File: src/rtl/clk_enable_bank.sv
// Multi-channel programmable clock-enable generator: each channel emits a one-cycle
// tick every active+1 cycles and a square wave that toggles on each tick.
module clk_enable_bank #(
    parameter int               CHANNELS    = 4,
    parameter int               CNT_W       = 16,
    parameter logic [CNT_W-1:0] DEFAULT_DIV = {CNT_W{1'b1}}
) (
    input  logic                      clk,
    input  logic                      reset,
    input  logic                      sync_clear,
    input  logic [CHANNELS-1:0]       enable,
    input  logic [CHANNELS-1:0]       load,
    input  logic [CHANNELS*CNT_W-1:0] div_value,
    output logic [CHANNELS-1:0]       tick,
    output logic [CHANNELS-1:0]       clk_out,
    output logic [CHANNELS-1:0]       pending
);

    logic [CNT_W-1:0]    cnt_q    [CHANNELS];
    logic [CNT_W-1:0]    cnt_d    [CHANNELS];
    logic [CNT_W-1:0]    active_q [CHANNELS];
    logic [CNT_W-1:0]    active_d [CHANNELS];
    logic [CNT_W-1:0]    shadow_q [CHANNELS];
    logic [CNT_W-1:0]    shadow_d [CHANNELS];
    logic [CNT_W-1:0]    slice_s  [CHANNELS];
    logic [CHANNELS-1:0] tick_q, tick_d;
    logic [CHANNELS-1:0] clk_out_q, clk_out_d;
    logic [CHANNELS-1:0] pending_q, pending_d;

    // Unpack the per-channel divide values.
    always_comb begin
        for (int i = 0; i < CHANNELS; i++) begin
            slice_s[i] = div_value[i*CNT_W +: CNT_W];
        end
    end

    // Per-channel next-state: clear, count/wrap with shadow commit, or hold while disabled.
    always_comb begin
        for (int i = 0; i < CHANNELS; i++) begin
            cnt_d[i]     = cnt_q[i];
            active_d[i]  = active_q[i];
            shadow_d[i]  = shadow_q[i];
            tick_d[i]    = 1'b0;
            clk_out_d[i] = clk_out_q[i];
            pending_d[i] = pending_q[i];
            if (sync_clear) begin
                cnt_d[i]     = '0;
                clk_out_d[i] = 1'b0;
                pending_d[i] = 1'b0;
                if (load[i]) begin
                    active_d[i] = slice_s[i];
                    shadow_d[i] = slice_s[i];
                end else if (pending_q[i]) begin
                    active_d[i] = shadow_q[i];
                end else begin
                    active_d[i] = active_q[i];
                end
            end else if (enable[i]) begin
                // The wrap compares against the old active value; a shadow commit only
                // takes effect for the following period, so no period is ever cut short.
                if (cnt_q[i] == active_q[i]) begin
                    cnt_d[i]     = '0;
                    tick_d[i]    = 1'b1;
                    clk_out_d[i] = ~clk_out_q[i];
                    if (pending_q[i]) begin
                        active_d[i]  = shadow_q[i];
                        pending_d[i] = 1'b0;
                    end else begin
                        active_d[i]  = active_q[i];
                    end
                end else begin
                    cnt_d[i] = cnt_q[i] + {{(CNT_W-1){1'b0}}, 1'b1};
                end
                if (load[i]) begin
                    shadow_d[i]  = slice_s[i];
                    pending_d[i] = 1'b1;
                end else begin
                    shadow_d[i]  = shadow_q[i];
                end
            end else begin
                if (load[i]) begin
                    active_d[i]  = slice_s[i];
                    shadow_d[i]  = slice_s[i];
                    cnt_d[i]     = '0;
                    pending_d[i] = 1'b0;
                end else begin
                    cnt_d[i] = cnt_q[i];
                end
            end
        end
    end

    // State registers with asynchronous active-high reset.
    always_ff @(posedge clk or posedge reset) begin
        if (reset) begin
            for (int i = 0; i < CHANNELS; i++) begin
                cnt_q[i]    <= '0;
                active_q[i] <= DEFAULT_DIV;
                shadow_q[i] <= DEFAULT_DIV;
            end
            tick_q    <= '0;
            clk_out_q <= '0;
            pending_q <= '0;
        end else begin
            for (int i = 0; i < CHANNELS; i++) begin
                cnt_q[i]    <= cnt_d[i];
                active_q[i] <= active_d[i];
                shadow_q[i] <= shadow_d[i];
            end
            tick_q    <= tick_d;
            clk_out_q <= clk_out_d;
            pending_q <= pending_d;
        end
    end

    assign tick    = tick_q;
    assign clk_out = clk_out_q;
    assign pending = pending_q;

endmodule

File: config.mk
export PLATFORM = sky130hd
export DESIGN_NAME = clk_enable_bank
export DESIGN_NICKNAME = d
export VERILOG_FILES = /design/src/rtl/clk_enable_bank.sv
export SDC_FILE = /design/constraint.sdc
export NUM_CORES = 1
export LEC_CHECK = 0
export CAP_MARGIN = 5
export CORE_MARGIN = 5
export CORE_UTILIZATION = 30
export CTS_CLUSTER_DIAMETER = 120
export DETAILED_ROUTE_END_ITERATION = 12
export GPL_TIMING_DRIVEN = 0
export SLEW_MARGIN = 20
export SYNTH_ARGS = -nofsm -noshare
export SYNTH_HDL_FRONTEND = slang
export SYNTH_SLANG_ARGS = --single-unit
export TNS_END_PERCENT = 30
File: constraint.sdc
create_clock -name clk -period 7.7 [get_ports clk]
set_input_delay 1.54 -clock clk [delete_from_list [all_inputs] [get_ports clk]]
set_output_delay 1.54 -clock clk [all_outputs]
set_load 0.01 [all_outputs]
Word-level counts from Yosys, hierarchy flattened. Index checks and enable logic that the tools add are counted.

Flip-flop bits (word level): 204. Latch bits: 0. Memory bits (writable): 0. Bits in read-only memories: 0. Bits of input ports: 75. Output and inout bits: 12. Word-level logic and storage cells: 149. Memories kept: 0.

$add $sub $neg: 4. Multipliers: 0. Div/mod/pow operators: 0. Magnitude comparators: 0. Eq/ne operators: 8. Shift-type cells: 0. Multiplexer cells: 84. Bitwise gates (word level): 4. Reductions and logical operators: 28.

Operator list (number): 16-bit two-way mux (40); 16-bit by 1-bit adder with 16-bit output (second input constant) (4); 16-bit == test (4); 1-bit two-way mux (44); 2-bit AND reduction (12); 3-bit nonzero test (8); 2-bit nonzero test (8); 3-bit by 2-bit != test with 1-bit output (second input constant) (4); 1-bit inverter (4).

Longest topological paths before layout. Gate-level depths: netlist (run 1).

Depth after elaboration: 5. Depth in mapped cells: 7. Depth with buffers taken out: 6.

Worst setup path before layout (run 1). OpenSTA, ideal clock, no wires.

Kind: input port to flip-flop. Start point: in sync_clear. End point: reg cnt_q[22] (netlist name). Arrival: 2.795 ns. Path slack: 4.773 ns. Stages: 6. Cell sequence: clkbuf_8 > nor3_1 > nor2_1 > and3_1 > xnor2_1 > nor2_1.

Cells in the longest elaborated chain, start to end: 1.

Ends and longest elaborated chain: start, declared (line 10) `input logic sync_clear,`; 3-bit nonzero test (no line) or 16-bit two-way mux (tied branches); end signal, assigned by index (line 106) `cnt_q[i] <= cnt_d[i];`; end, declared (line 19) `logic [CNT_W-1:0] cnt_q [CHANNELS];`.

Several ways; a longest one is shown, not always the timed one. A chain may end at the register's enable or synchronous reset.

Final worst setup path (run 1).
Start point: in sync_clear. End point: reg active_q[6] (netlist name).

Cells in the longest elaborated chain, start to end: 2.

Ends and longest elaborated chain: 3-bit by 2-bit != test with 1-bit output (no line) or 3-bit nonzero test (tied branches); 2-bit AND reduction (no line); end signal, assigned by index (line 107) `active_q[i] <= active_d[i];`; end, declared (line 21) `logic [CNT_W-1:0] active_q [CHANNELS];`.

Several ways; a longest one is shown, not always the timed one.

==> results of run 1 <==
==> area by class of cell <==
class | count | area (um^2) | share of cell area
flip-flops and latches | 204 | 5270 | 0.429
multi-input cells | 560 | 4470 | 0.365
repair buffers | 88 | 916 | 0.0746
clock buffers | 38 | 746 | 0.0608
well taps | 448 | 561 | 0.0457
plain buffers | 39 | 218 | 0.0177
inverters | 15 | 63.8 | 0.00520
clock inverters | 4 | 26.3 | 0.00214
==> cell usage after synthesis (all sizes together) <==
cell | number | area, um^2
ha | 4 | 50.1
a21oi | 4 | 20.0
mux2 | 68 | 766
and4 | 2 | 17.5
o21ai | 8 | 55.1
buf | 22 | 144
nor2b | 5 | 31.3
dfstp | 128 | 3360
o22ai | 64 | 400
a32o | 4 | 40.0
and3 | 6 | 37.5
a221oi | 4 | 105
clkbuf | 17 | 73.8
or2 | 1 | 6.26
nand4 | 19 | 144
and2 | 1 | 6.26
nand2b | 3 | 18.8
o311ai | 2 | 17.5
nor4 | 20 | 228
nand2 | 32 | 120
dfrtp | 76 | 1900
xnor2 | 26 | 228
nand3 | 19 | 95.1
or2b | 1 | 8.76
nor2 | 83 | 312
nor3 | 15 | 75.1
inv | 15 | 56.3
o31ai | 1 | 7.51
xor2 | 94 | 823
o41ai | 4 | 35.0
o311a | 1 | 10.0
or3 | 5 | 31.3
a2bb2oi | 64 | 786
==> flip-flops by register name, indices dropped and copies added (netlist names) <==
signal    flops
pending       4
cnt_q        64
tick          4
shadow_q     64
active_q     64
clk_out       4
==> metrics by stage <==
step | TNS (ns) | total power, mW
6_report | 0 | 2.80
5_1_grt | 0 | 2.93
4_1_cts | 0 | 2.85
3_5_place_dp | 0 | 1.72
3_3_place_gp | -167.45 | 1.71
2_1_floorplan | 0 | 1.59
==> power by group <==
| part | internal (mW) | switching [mW] | total (mW) |
|---|---|---|---|
| sequential | 1.24 | 0.0731 | 1.31 |
| combinational | 0.208 | 0.176 | 0.384 |
| clock | 0.661 | 0.442 | 1.10 |
==> routing by layer <==
metal	vias up	global-route usage	wire, um
li1	3212	-	-
met1	3269	0.163	10300
met2	93	0.208	11000
met3	35	0.0228	894
met4	0	0.0304	459
met5	-	0	0
==> logic make-up after synthesis <==
family	share of synthesized area
mux	0.0765
simple gates	0.113
fa+ha+maj	0.00500
flops	0.526
xor+xnor	0.105
buf+inv	0.0274
compound gates	0.147
==> path summary, 6_finish.rpt <==
kind | to | cells past startpoint | startpoint
min in group asynchronous | tick[1] | 2 | reset
max | active_q[6] | 8 | sync_clear
max in group asynchronous | shadow_q[0] | 4 | reset
min reg2reg | active_q[41] | 1 | active_q[41]
min | active_q[41] | 1 | active_q[41]
max reg2reg | active_q[34] | 6 | active_q[33]
==> flow_summary.toml, run 1 <==
[outcome]
outcome = "complete, no violations"

[synthesis]
synthCells = 818
synth_nets = 897
synth_area_um2 = 10000
synth_seq_cells = 204
yosys_warnings = 0
synth_cell_type_count = 43
avgSynthCellArea_um2 = 12.2
ys_seq_area_frac = 0.526

[timing]
final-setup-viol-count = 0
finalHoldViolations = 0
fmax_mhz = 270
setup_slack_ns = 4.00
fin_skew_ns = 0.0253
relSlewSlack = 0.327
rsz0062_at_grt = "no"
hold_ws_ns = 0.507
period_minus_slack_ns = 3.70
slew_violations = 0
finalCritPeriodShare = 0.480
tightest_slew_ns = 1.00

[worst_setup_path]
crit_buf_inv = 4
critPathLaunchType = "input pin"
cp_max_fo = 10
slowest_delay_ns = 0.67
crit_type = "in2reg"
path_delay_family = "buffers and inverters"
path_cells = "clkdlybuf4s50_1 -> clkbuf_8 -> inv_2 -> o21ai_2 -> nand2_1 -> clkbuf_1 -> o22ai_1 -> a2bb2oi_2"
critPathArrivalTime_ns = 4.13
ff2ff_setup_slack_ns = 5.24
cp.required_ns = 8.13
worstSetupEndpointType = "register"
crit_slowest_cell = "clkdlybuf4s50_1"

[placed_design]
gp_congestion = 0.798
dp.cells = 1354
place_area_um2 = 11500
dp_hpwl_mm = 16.1
io_buffers = 86
post-place-ws_ns = 3.37

[clocking]
clockBufferDepth = 3
cts_buffers = 24
cts.htree.levels = 1
cts_sinks = 204
clk_pin_slew_worst_paths_ns = 0.06
cts_setup_buffers = 0
cts_root_buf = "clkbuf_16"
cts-resized-gates = 0
cts_tree = "done"
cts_hold_buf = 0
insertion_delay_ns = 0.52

[cells_and_area]
final_cell_count_no_fill = 1396
utilization = 0.369
final_area_um2 = 12300
final_cell_mix = "128 x dfstp_2, 94 x xor2_1, 86 x clkdlybuf4s50_1"
finalNetCount = 1011
final_common_cell = "dfstp_2"
nFillCells = 3273
diodes = 0
areaGrowthSynthToFinish_pct = 22.5
layout-drive-gt1-share = 0.334

[route]
avgViaCountPerCell = 4.73
drt_iter0_drc = 237
drtPass1Iterations = 4
wl_per_cell_um = 16.2
drc = 0
routed_wl_mm = 22.7
num_vias = 6609
ant_nets = 0

[global_route]
antenna_found_initial = 0
grt_remaining_overflow = 0
grt_max_degree = 94
grt_pass1_wl_mm = 37.2
grt_pass1_vias = 7031
globalRouteTotalUtil = 0.123

[floorplanning]
core_um2 = 33300
start_util = 0.301
die-area_um2 = 37100
core.rowCount = 67
die_y_um = 193
die_x_um = 193
io_pins = 87

[flow_run]
maxCapViolations = 0

[min_path]
hp-class = "reg2reg"

[power_and_ir_drop]
power.leakage_nw = 4.75
power_density_nw_per_um2 = 228
max-vdd-ir-drop_mv = 0.161
No activity file was read; power rests on OpenSTA's default activity.
==> inputs of run 2 (changes only) <==
==> constraint.sdc (replaced) <==
create_clock -name clk -period 3.8 [get_ports clk]
set_input_delay 0.76 -clock clk [delete_from_list [all_inputs] [get_ports clk]]
set_output_delay 0.76 -clock clk [all_outputs]
set_load 0.01 [all_outputs]
==> run 2 against run 1 <==
First-iteration DRC count is 30% higher. Sequential share of layout area is 0.38 points lower. Clock skew is 0.013 ns lower. Count of clock-buffer cells in the layout is 4 lower. Largest cell class unchanged. Largest power group unchanged.
==> flow_summary.toml, run 2 (synthesis gave the netlist of run 1 again) <==
[global_route]
antenna_found_initial = 0
grt_remaining_overflow = 0
grt_pass1_vias = 7218
grt_pass1_wl_mm = 38.6
grt_max_degree = 35
globalRouteTotalUtil = 0.126

[cells_and_area]
final_cell_count_no_fill = 1402
final_cell_mix = "128 x dfstp_2, 94 x xor2_1, 86 x clkdlybuf4s50_1"
regArea_um2 = 5270
areaGrowthSynthToFinish_pct = 23.6
final_common_cell = "dfstp_2"
diodes = 0
final_area_um2 = 12400
utilization = 0.372
nFillCells = 3223
multi_input_comb_area_um2 = 4470
finalNetCount = 1015
largestRegisters = "active_q (64), cnt_q (64), shadow_q (64)"
layout-drive-gt1-share = 0.343

[worst_setup_path]
crit_start = "sync_clear"
critPathLaunchType = "input pin"
critical_path.endpoint = "active_q[6]"
crit_slowest_cell = "clkdlybuf4s50_1"
cp.required_ns = 4.22
ff2ff_setup_slack_ns = 1.37
rr_endpoint = "active_q[34]"
path_cells = "clkdlybuf4s50_1 -> clkbuf_8 -> inv_2 -> o21ai_2 -> nand2_1 -> clkbuf_1 -> o22ai_1 -> a2bb2oi_2"
crit_type = "in2reg"
cp_max_fo = 10
critPathArrivalTime_ns = 3.31
slowest_delay_ns = 0.68
ff2ff_path_depth = 6
regToRegStartpoint = "active_q[33]"
worstSetupEndpointType = "register"

[placed_design]
dp.cells = 1358
dp_hpwl_mm = 16.4
post-place-ws_ns = 0.260
gp_congestion = 0.792
io_buffers = 86
place_area_um2 = 11600

[timing]
slew_violations = 0
finalCritPeriodShare = 0.761
fin_skew_ns = 0.0120
period_minus_slack_ns = 2.89
relSlewSlack = 0.338
setup_slack_ns = 0.908
final-setup-viol-count = 0
fmax_mhz = 346
tightest_slew_ns = 0.986
hold_ws_ns = 0.509
finalHoldViolations = 0
tns_ns = 0
rsz0062_at_grt = "no"

[clocking]
cts_sinks = 204
cts-resized-gates = 0
insertion_delay_ns = 0.51
cts_tree = "done"
cts_buffers = 24
cts.htree.levels = 1
cts_hold_buf = 0
clk_pin_slew_worst_paths_ns = 0.06
cts_setup_buffers = 0
cts_root_buf = "clkbuf_16"
clockBufferDepth = 3

[power_and_ir_drop]
power_density_nw_per_um2 = 468
p_total_mw = 5.79
max-vdd-ir-drop_mv = 0.320
power.leakage_nw = 4.81

[route]
routed_wl_mm = 22.9
wl_per_cell_um = 16.3
avgViaCountPerCell = 4.78
num_vias = 6702
drt_iter0_drc = 307
ant_nets = 0
drc = 0
drtPass1Iterations = 4

[floorplanning]
die-area_um2 = 37100
start_util = 0.301
core.rowCount = 67
die_y_um = 193
core_um2 = 33300
die_x_um = 193
io_pins = 87

[min_path]
worstHoldPathCells = 1
hp-class = "reg2reg"

[outcome]
outcome = "complete, no violations"

[flow_run]
maxCapViolations = 0
-- run 2: cell types whose count changed in the layout (fill, tap and decap cells not counted), sizes merged --
| cell | before | now |
|---|---|---|
| clkinv | 3 | 8 |
| buf | 24 | 28 |
| clkbuf | 55 | 51 |
| bufinv | 0 | 1 |
| clkinvlp | 1 | 2 |
| inv | 15 | 14 |
-- run 2: worst max-delay path, delay by kind of cell --
kind	cells	cell delay, ns
buffers and inverters	4	1.40
AND/OR/NAND/NOR	1	0.32
AO/OA/AOI/OAI	3	0.81
-- run 2: worst min path at each step --
stage / slack [ns] / start / end
2_1_floorplan: 0.49 / active_q[7] / active_q[7]
3_3_place_gp: 0.50 / active_q[8] / active_q[8]
3_5_place_dp: 0.50 / active_q[29] / active_q[29]
4_1_cts: 0.51 / active_q[29] / active_q[29]
5_1_grt: 0.52 / active_q[14] / active_q[14]
6_report: 0.51 / active_q[8] / active_q[8]
-- run 2: report_power, final --
part / switching, mW / internal (mW) / total, mW
combinational: 0.358 / 0.428 / 0.786
clock: 0.937 / 1.41 / 2.35
sequential: 0.149 / 2.51 / 2.66
total: 1.44 / 4.35 / 5.79
-- run 2: layer usage --
metal | up-vias | track usage | share of wire
met5 | - | 0 | 0
met4 | 0 | 0.0266 | 0.017
met3 | 39 | 0.0235 | 0.047
met2 | 107 | 0.210 | 0.49
met1 | 3329 | 0.172 | 0.45
li1 | 3227 | - | -
-- run 2: area by class of cell --
class,count,area share
Sequential cell,204,0.425
Timing Repair Buffer,92,0.0792
Multi-Input combinational cell,560,0.361
Buffer,39,0.0176
Tap cell,448,0.0453
Clock buffer,34,0.0590
Clock inverter,10,0.00718
Inverter,15,0.00485
==> inputs of run 3 (changes only) <==
==> constraint.sdc (replaced) <==
create_clock -name clk -period 3.05 [get_ports clk]
set_input_delay 0.61 -clock clk [delete_from_list [all_inputs] [get_ports clk]]
set_output_delay 0.61 -clock clk [all_outputs]
set_load 0.01 [all_outputs]
==> results of run 3 <==
Same layout as run 2 (identical final DEF). Status: complete, no violations.
Among the figures that moved: setup slack after placement 0.260 ns -> -0.340 ns; setup slack after layout 0.908 ns -> 0.308 ns; register-to-register setup slack 1.37 ns -> 0.62 ns; total power 5.79 mW -> 7.21 mW; worst IR drop on VDD 0.320 mV -> 0.398 mV
